===== config.mk =====
export PLATFORM = sky130hd
export DESIGN_NAME = lsu
export DESIGN_NICKNAME = d
export VERILOG_FILES = /design/src/rtl/lsu.sv
export SDC_FILE = /design/constraint.sdc
export NUM_CORES = 1
export LEC_CHECK = 0
export CAP_MARGIN = 20
export CORE_MARGIN = 2
export CORE_UTILIZATION = 35
export DETAILED_ROUTE_END_ITERATION = 7
export DONT_BUFFER_PORTS = 1
export HOLD_SLACK_MARGIN = 0.15
export RECOVER_POWER = 100
export SKIP_CTS_REPAIR_TIMING = 1
export SYNTH_ARGS = -nofsm -noshare
export SYNTH_HDL_FRONTEND = slang
export SYNTH_SLANG_ARGS = --single-unit

===== constraint.sdc =====
create_clock -name i_clk -period 2.4 [get_ports i_clk]
set_input_delay 0.24 -clock i_clk [delete_from_list [all_inputs] [get_ports i_clk]]
set_output_delay 0.24 -clock i_clk [all_outputs]
set_load 0.01 [all_outputs]

===== src/rtl/lsu.sv =====
// Load/store unit: captures one operation, performs at most one data-bus access
// and returns a single-cycle writeback beat carrying misalignment/timeout status.
module lsu #(
    parameter int ADDRESS_WIDTH = 32,
    parameter int DATA_WIDTH    = 32,
    parameter int REG_NUM       = 32,
    parameter int TIMEOUT       = 255
) (
    input  logic                       i_clk,
    input  logic                       i_rst,
    input  logic                       i_valid,
    output logic                       o_ready,
    input  logic                       i_mem_en,
    input  logic                       i_mem_rd_wr,
    input  logic [1:0]                 i_size,
    input  logic                       i_unsigned,
    input  logic [DATA_WIDTH-1:0]      i_mem_addr,
    input  logic [DATA_WIDTH-1:0]      i_store_data,
    input  logic                       i_rf_wr_en,
    input  logic [$clog2(REG_NUM)-1:0] i_rd_addr,
    input  logic [ADDRESS_WIDTH-1:0]   i_pc,
    input  logic                       i_ecall,
    output logic                       o_dmem_req,
    input  logic                       i_dmem_gnt,
    output logic [DATA_WIDTH-1:0]      o_dmem_addr,
    output logic                       o_dmem_we,
    output logic [DATA_WIDTH/8-1:0]    o_dmem_be,
    output logic [DATA_WIDTH-1:0]      o_dmem_wdata,
    input  logic                       i_dmem_rvalid,
    input  logic [DATA_WIDTH-1:0]      i_dmem_rdata,
    output logic                       o_valid,
    output logic                       o_rf_wr_en,
    output logic [$clog2(REG_NUM)-1:0] o_rd_addr,
    output logic [DATA_WIDTH-1:0]      o_wb_data,
    output logic [ADDRESS_WIDTH-1:0]   o_pc,
    output logic                       o_ecall,
    output logic                       o_misaligned,
    output logic                       o_timeout
);
    localparam int BW = DATA_WIDTH / 8;
    localparam int OW = $clog2(BW);
    localparam int CW = $clog2(TIMEOUT + 1);
    localparam logic [CW-1:0] TMO_LAST = CW'(TIMEOUT - 1);
    localparam logic [DATA_WIDTH-1:0] LANE_MASK = DATA_WIDTH'(BW - 1);

    typedef enum logic [1:0] {IDLE, REQ, RESP, DONE} state_t;

    state_t                       r_state;
    state_t                       w_next;
    logic [CW-1:0]                r_cnt;
    logic [DATA_WIDTH-1:0]        r_addr;
    logic [DATA_WIDTH-1:0]        r_sdata;
    logic [DATA_WIDTH-1:0]        r_wb_data;
    logic [1:0]                   r_size;
    logic                         r_store;
    logic                         r_unsigned;
    logic                         r_rf_wr_en;
    logic [$clog2(REG_NUM)-1:0]   r_rd_addr;
    logic [ADDRESS_WIDTH-1:0]     r_pc;
    logic                         r_ecall;
    logic                         r_misaligned;
    logic                         r_timeout;

    logic                         w_misaligned;
    logic                         w_expire;
    logic                         w_in_req;
    logic                         w_done;
    logic [DATA_WIDTH-1:0]        w_shifted;
    logic [DATA_WIDTH-1:0]        w_load;
    logic [BW-1:0]                w_mask;
    logic [DATA_WIDTH-1:0]        w_wdata;

    // Only real memory accesses can be misaligned; an ALU pass-through carries a result, not an address.
    always_comb begin
        w_misaligned = 1'b0;
        case (i_size)
            2'b00:   w_misaligned = 1'b0;
            2'b01:   w_misaligned = i_mem_addr[0];
            2'b10:   w_misaligned = |i_mem_addr[1:0];
            default: w_misaligned = (DATA_WIDTH == 32) ? 1'b1 : |i_mem_addr[2:0];
        endcase
        w_misaligned = w_misaligned & i_mem_en;
    end

    assign w_expire = (r_cnt >= TMO_LAST);
    assign w_in_req = (r_state == REQ);
    assign w_done   = (r_state == DONE);

    always_comb begin
        w_next = r_state;
        case (r_state)
            IDLE: if (i_valid) w_next = (!i_mem_en || w_misaligned) ? DONE : REQ;
            REQ: begin
                if (i_dmem_gnt)    w_next = r_store ? DONE : RESP;
                else if (w_expire) w_next = DONE;
            end
            RESP: if (i_dmem_rvalid || w_expire) w_next = DONE;
            DONE: w_next = IDLE;
            default: w_next = IDLE;
        endcase
    end

    always_ff @(posedge i_clk) begin
        if (i_rst) begin
            r_state      <= IDLE;
            r_cnt        <= '0;
            r_addr       <= '0;
            r_sdata      <= '0;
            r_wb_data    <= '0;
            r_size       <= '0;
            r_store      <= 1'b0;
            r_unsigned   <= 1'b0;
            r_rf_wr_en   <= 1'b0;
            r_rd_addr    <= '0;
            r_pc         <= '0;
            r_ecall      <= 1'b0;
            r_misaligned <= 1'b0;
            r_timeout    <= 1'b0;
        end else begin
            r_state <= w_next;
            case (r_state)
                IDLE: if (i_valid) begin
                    r_cnt        <= '0;
                    r_addr       <= i_mem_addr;
                    r_sdata      <= i_store_data;
                    r_wb_data    <= i_mem_addr;
                    r_size       <= i_size;
                    r_store      <= i_mem_en & i_mem_rd_wr;
                    r_unsigned   <= i_unsigned;
                    r_rf_wr_en   <= i_rf_wr_en;
                    r_rd_addr    <= i_rd_addr;
                    r_pc         <= i_pc;
                    r_ecall      <= i_ecall;
                    r_misaligned <= w_misaligned;
                    r_timeout    <= 1'b0;
                end
                REQ: begin
                    if (!i_dmem_gnt && w_expire) r_timeout <= 1'b1;
                    else                         r_cnt     <= r_cnt + 1'b1;
                end
                RESP: begin
                    if (i_dmem_rvalid)  r_wb_data <= w_load;
                    else if (w_expire)  r_timeout <= 1'b1;
                    else                r_cnt     <= r_cnt + 1'b1;
                end
                default: ;
            endcase
        end
    end

    // Load lane extraction: shift the addressed lane down to bit 0, then extend.
    always_comb begin
        w_shifted = i_dmem_rdata >> {r_addr[OW-1:0], 3'b000};
        case (r_size)
            2'b00:   w_load = r_unsigned ? DATA_WIDTH'(w_shifted[7:0])  : DATA_WIDTH'($signed(w_shifted[7:0]));
            2'b01:   w_load = r_unsigned ? DATA_WIDTH'(w_shifted[15:0]) : DATA_WIDTH'($signed(w_shifted[15:0]));
            2'b10:   w_load = r_unsigned ? DATA_WIDTH'(w_shifted[31:0]) : DATA_WIDTH'($signed(w_shifted[31:0]));
            default: w_load = w_shifted;
        endcase
    end

    always_comb begin
        case (r_size)
            2'b00: begin
                w_mask  = BW'(1);
                w_wdata = {BW{r_sdata[7:0]}};
            end
            2'b01: begin
                w_mask  = BW'(3);
                w_wdata = {(BW / 2){r_sdata[15:0]}};
            end
            2'b10: begin
                w_mask  = BW'(15);
                w_wdata = {(BW / 4){r_sdata[31:0]}};
            end
            default: begin
                w_mask  = '1;
                w_wdata = r_sdata;
            end
        endcase
    end

    assign o_ready      = (r_state == IDLE);
    assign o_dmem_req   = w_in_req;
    assign o_dmem_addr  = w_in_req ? (r_addr & ~LANE_MASK) : '0;
    assign o_dmem_we    = w_in_req & r_store;
    assign o_dmem_be    = !w_in_req ? '0 : (r_store ? (w_mask << r_addr[OW-1:0]) : '1);
    assign o_dmem_wdata = (w_in_req && r_store) ? w_wdata : '0;

    assign o_valid      = w_done;
    assign o_rf_wr_en   = w_done & r_rf_wr_en & ~r_misaligned & ~r_timeout & ~r_store;
    assign o_rd_addr    = w_done ? r_rd_addr : '0;
    assign o_wb_data    = w_done ? r_wb_data : '0;
    assign o_pc         = w_done ? r_pc : '0;
    assign o_ecall      = w_done & r_ecall;
    assign o_misaligned = w_done & r_misaligned;
    assign o_timeout    = w_done & r_timeout;
endmodule

; Yosys cells after proc, flatten, opt, wreduce, memory -nomap -nowiden
; Cells that the tools add are included.
[op_classes]
add_sub_neg = 1
n_lt_le_gt_ge = 1
eq_ne = 15
shifts = 2
muxes = 33
n_bitwise = 13
reduce_logical = 17
[ops]
columns = operator, n
row1 = $mux W32, 8
row2 = $pmux W32 S2, 3
row3 = $mux W8, 4
row4 = $shr A32 B5 Y32, 1
row5 = $pmux W8 S3, 1
row6 = $ne A2 B2 Y1 const B, 7
row7 = $and A1 B1 Y1, 10
row8 = $mux W2, 5
row9 = $reduce_and A5 Y1, 2
row10 = $add A8 B1 Y8 const B, 1
row11 = $ge A8 B8 Y1 const B, 1
row12 = $mux W4, 2
row13 = $pmux W2 S4, 1
row14 = $pmux W4 S2, 1
row15 = $eq A2 B1 Y1 const B, 3
row16 = $eq A2 B2 Y1 const B, 3
row17 = $logic_not A2 Y1, 3
row18 = $pmux W1 S3, 2
row19 = $reduce_and A3 Y1, 2
row20 = $mux W1, 5
row21 = $mux W5, 1
row22 = $shl A4 B2 Y4, 1
row23 = $ne A3 B3 Y1 const B, 1
row24 = $not A1 Y1, 3
row25 = other kinds (8), 11
[word_totals]
reg_bits = 151
inputBits = 145
output_inout_bits = 145
elab_cells = 96

; Depth between registers and ports, before layout
[depth]
word_depth = 7
depth_mapped = 10
mapped_depth_nobuf = 7

; Worst setup path before layout
; No wires, ideal clock.
[synth_timing]
path_type = reg2reg
from = reg r_state[0]
to = reg r_wb_data[22]
setup_ns = 0.145
arrival_time_ns = 1.896
required_time_ns = 2.255
setup_slack_ns = 0.359
stages_incl_launch_ff = 11
n_path_buf = 3
synth_period_minus_slack_ns = 2.041
path_cell_list = dfxtp_1 inv_1 ha_1 buf_2 nor2b_1 nand2b_1 buf_4 nor2_4 a21boi_4 buf_6 a221oi_2
[synth_via]
elab_chain_len = 3
elab_cells_between_ends = 7
classes_between = eq/ne: 3 / mux: 1 / reduce/logical: 3
[synth_lines]
columns = element, line_no
row1 = "start, declared", 48  ; state_t r_state;
row2 = "start signal, assigned", 120  ; r_state <= w_next;
row3 = $logic_not A2 Y1 (*), n/a
row4 = via o_ready, 12  ; output logic o_ready,
row5 = $ne A2 B2 Y1 (no line) or $reduce_bool A2 Y1 (tied branches), n/a
row6 = $reduce_and A3 Y1 (no line), n/a
row7 = "end signal, assigned", 126  ; r_wb_data <= i_mem_addr;
row8 = "end signal, assigned", 142  ; if (i_dmem_rvalid) r_wb_data <= w_load;
row9 = "end, declared", 53  ; logic [DATA_WIDTH-1:0] r_wb_data;
; Mark *: on every way through the listed nets, which the timed path passes. The rest lies on a longest branch.
; A chain may end at the register's enable or synchronous reset.

; Worst setup path after layout
[layout_timing]
from = reg r_state[0]
to = reg r_wb_data[14]
[layout_via]
elab_chain_len = 3
elab_cells_between_ends = 7
classes_between = eq/ne: 3 / mux: 1 / reduce/logical: 3
[layout_lines]
columns = element, line_no
row1 = $eq A2 B2 Y1 or $logic_not A2 Y1 (tied branches), 121  ; case (r_state)
row2 = $ne A2 B2 Y1 (no line) or $reduce_bool A2 Y1 (tied branches), n/a
row3 = $reduce_and A3 Y1 (no line), n/a
; Several ways; a longest one is shown, not always the timed one.

==> flow_summary.yaml <==
run_status:
  status: "complete, but fails checks"
  violations: "hold timing"
placed_design:
  place_congestion: 0.844
  numPortBuffers: 0
  hpwl_mm: 18.2
  dp_slack_ns: 0.200
critical_path:
  start_kind: "register"
  criticalPathCategory: "reg -> reg"
  critPathCaptureType: "register"
  cp.required_ns: 2.71
  r2r_setup_slack_ns: 0.16
  crit_fanout: 35
  arrival_ns: 2.55
die:
  io_pins: 290
  start_util_pct: 35.6
  design.core.area_um2: 21800
  row_count: 54
  dieWidth_um: 153
  die-area_um2: 23300
  die_h_um: 153
final_layout:
  multi_input_area_um2: 4250
  syn_to_final_growth_pct: 15.4
  layout_common_cells: "nand2_1, dfxtp_1, a21oi_1"
  nets: 1196
  register_area_um2: 3020
  fill_cells: 2304
  final_common_cell: "nand2_1"
  layout-drive-gt1-share_pct: 6.91
timing:
  fin_crit_ns: 2.24
  drv_slew: 0
  setup_tns_ns: 0
  rsz0062_at_grt: "no"
  fmax_mhz: 447
  finalClockSkew_ns: 0.0118
  period_share_pct: 93.2
  fin_ws_ns: 0.162
  hold_viol_final: 87
  slew_headroom_pct: 43.3
  tightest_slew_ns: 0.850
  timing.hold.ws_ns: -0.111
  setup_violations: 0
route:
  viasPerCell: 5.30
  top_layer_used: "met4"
  drt_iter0_drc: 365
  routedWlPerCell_um: 19.5
  wirelength_mm: 26.1
  wl_met2_mm: 12.4
  dr.pass1.iters: 5
  dr_wl_met3_mm: 2.43
  met1_length_mm: 10.8
  drc: 0
  via_count: 7103
  antenna_left: 0
grt:
  antenna_found_initial: 1
  first_global_vias: 6647
  grt_usage_pct: 21.4
  gr-total-overflow: 0
  grt_pass1_wl_mm: 39.0
  grt_max_degree: 146
clock_tree:
  cts.sinks: 151
  htreeDepth: 4
  clk_path_buf_depth: 2
  path_clk_slew_ns: 0.07
  cts_buffers: 17
  insertion_delay_ns: 0.43
  cts-root-buf: "clkbuf_16"
  cts_tree: "done"
synthesis:
  ys_async_sr_fraction_pct: 0
  synthXorXnorAreaFrac_pct: 0
  synth_fa_ha_area_share_pct: 1.13
  post_synth_and_or_nand_nor_area_fraction_pct: 28.9
  yosysWarnings: 0
  synth_compound_gate_area_share_pct: 18.7
  synthesis.area_um2: 7730
  synth_top_family_by_area: "simple AND/OR/NAND/NOR gates"
  synth_mux_area_share_pct: 6.70
  synth_edf_count: 0
  netlist_instances: 1035
  synth_area_per_cell_um2: 7.47
  ys_ff_latch: 151
  synth_seq_area_share_pct: 39.1
  yosysUniqueCellTypes: 47
  synth_top_flop_cell: "dfxtp_1"
power_and_ir_drop:
  power.density_nw_per_um2: 1080
  vdd.ir_drop.worst_v: 0.000441
  leakage_nw: 3.20
  p_total_w: 0.00964
hold_path:
  hold_class: "in -> reg"
job:
  maxCapViolations: 0
[per-layer routing]
layer,GRT usage (%),up-vias
li1,-,3467
met1,25.3,3306
met2,35.6,300
met3,8.39,30
met4,6.70,0
met5,0,-
[sequential cells by signal (all words and copies together), names as in the netlist]
| register | flops |
|---|---|
| r_addr | 32 |
| r_pc | 32 |
| r_store | 1 |
| r_cnt | 8 |
| r_misaligned | 1 |
| r_unsigned | 1 |
| r_wb_data | 32 |
| r_rd_addr | 5 |
| r_sdata | 32 |
| r_size | 2 |
| r_ecall | 1 |
| r_timeout | 1 |
| r_state | 2 |
| r_rf_wr_en | 1 |
[cells in the mapped netlist, types with 3 or more instances]
cell | count | share of area, %
a2bb2oi_1 | 3 | 0.34
a221oi_1 | 6 | 0.68
dfxtp_1 | 151 | 39
clkbuf_1 | 51 | 2.5
buf_1 | 5 | 0.24
nand3_1 | 15 | 0.97
nand2b_1 | 4 | 0.32
and2_1 | 103 | 8.3
buf_2 | 20 | 1.3
inv_1 | 10 | 0.49
buf_4 | 4 | 0.39
nor2_1 | 56 | 2.7
a21oi_1 | 148 | 9.6
o21ai_0 | 39 | 2.5
mux2i_1 | 39 | 5.0
nor3_1 | 3 | 0.19
and3_1 | 8 | 0.65
mux2_2 | 8 | 1.2
nor3b_1 | 3 | 0.29
nand2_1 | 281 | 14
nand3b_1 | 4 | 0.39
nor2b_1 | 10 | 0.81
a211oi_1 | 16 | 1.6
ha_1 | 7 | 1.1
a221oi_2 | 10 | 1.9
buf_6 | 4 | 0.58
[critical path: stages (launching register included)]
cell and delay (ns):
dfxtp_1 0.34, inv_1 0.13, ha_1 0.22, clkbuf_2 0.68, nand2_1 0.34, a21oi_1 0.29, o21ai_0 0.12
[per-stage QoR]
step | hold WS (ns) | instance area [um2] | util [%] | instances
finish | -0.111 | 8930 | 41.0 | 1339
global route | -0.134 | 8930 | 41.0 | 1338
CTS | -0.141 | 8610 | 39.6 | 1294
detailed placement | 0.325 | 8010 | 36.8 | 1262
global placement | 0.322 | 8010 | 36.8 | 1262
floorplan | 0.376 | 7740 | - | 1036
[where the power goes]
| part | leakage (nW) | internal [W] | switching, W | total [W] |
|---|---|---|---|---|
| logic | 1.68 | 0.00122 | 0.00220 | 0.00341 |
| registers | 1.24 | 0.00307 | 0.000353 | 0.00342 |
| clock network | 0.291 | 0.00165 | 0.00116 | 0.00280 |
| total | 3.20 | 0.00593 | 0.00371 | 0.00964 |
[final cells by class]
type | instances | share of cell area [%]
multi-input cells | 791 | 47.6
well taps | 280 | 3.92
repair buffers | 73 | 7.40
diodes | 2 | 0.0561
inverters | 10 | 0.420
flip-flops and latches | 151 | 33.9
clock inverters | 14 | 1.98
clock buffers | 18 | 4.81
[logic make-up (layout without fill, tap and decap cells)]
| logic type | count (synthesis) | in the layout |
|---|---|---|
| AND/OR/NAND/NOR | 492 | 492 |
| AO/OA/AOI/OAI | 241 | 241 |
| flip-flops | 151 | 151 |
| buffers and inverters | 94 | 115 |
| multiplexers | 49 | 49 |
| adder cells (fa/ha/maj) | 7 | 7 |
| other | 1 | 4 |
[path summary, 6_finish.rpt]
kind / startpoint / to / depth (start not counted)
min reg2reg: r_pc[16] / r_pc[16] / 2
max reg2reg: r_state[0] / r_wb_data[14] / 6
min: i_rst / r_addr[31] / 1
max: r_state[0] / r_wb_data[14] / 6
Note: power is estimated with default switching activity, not from simulation.
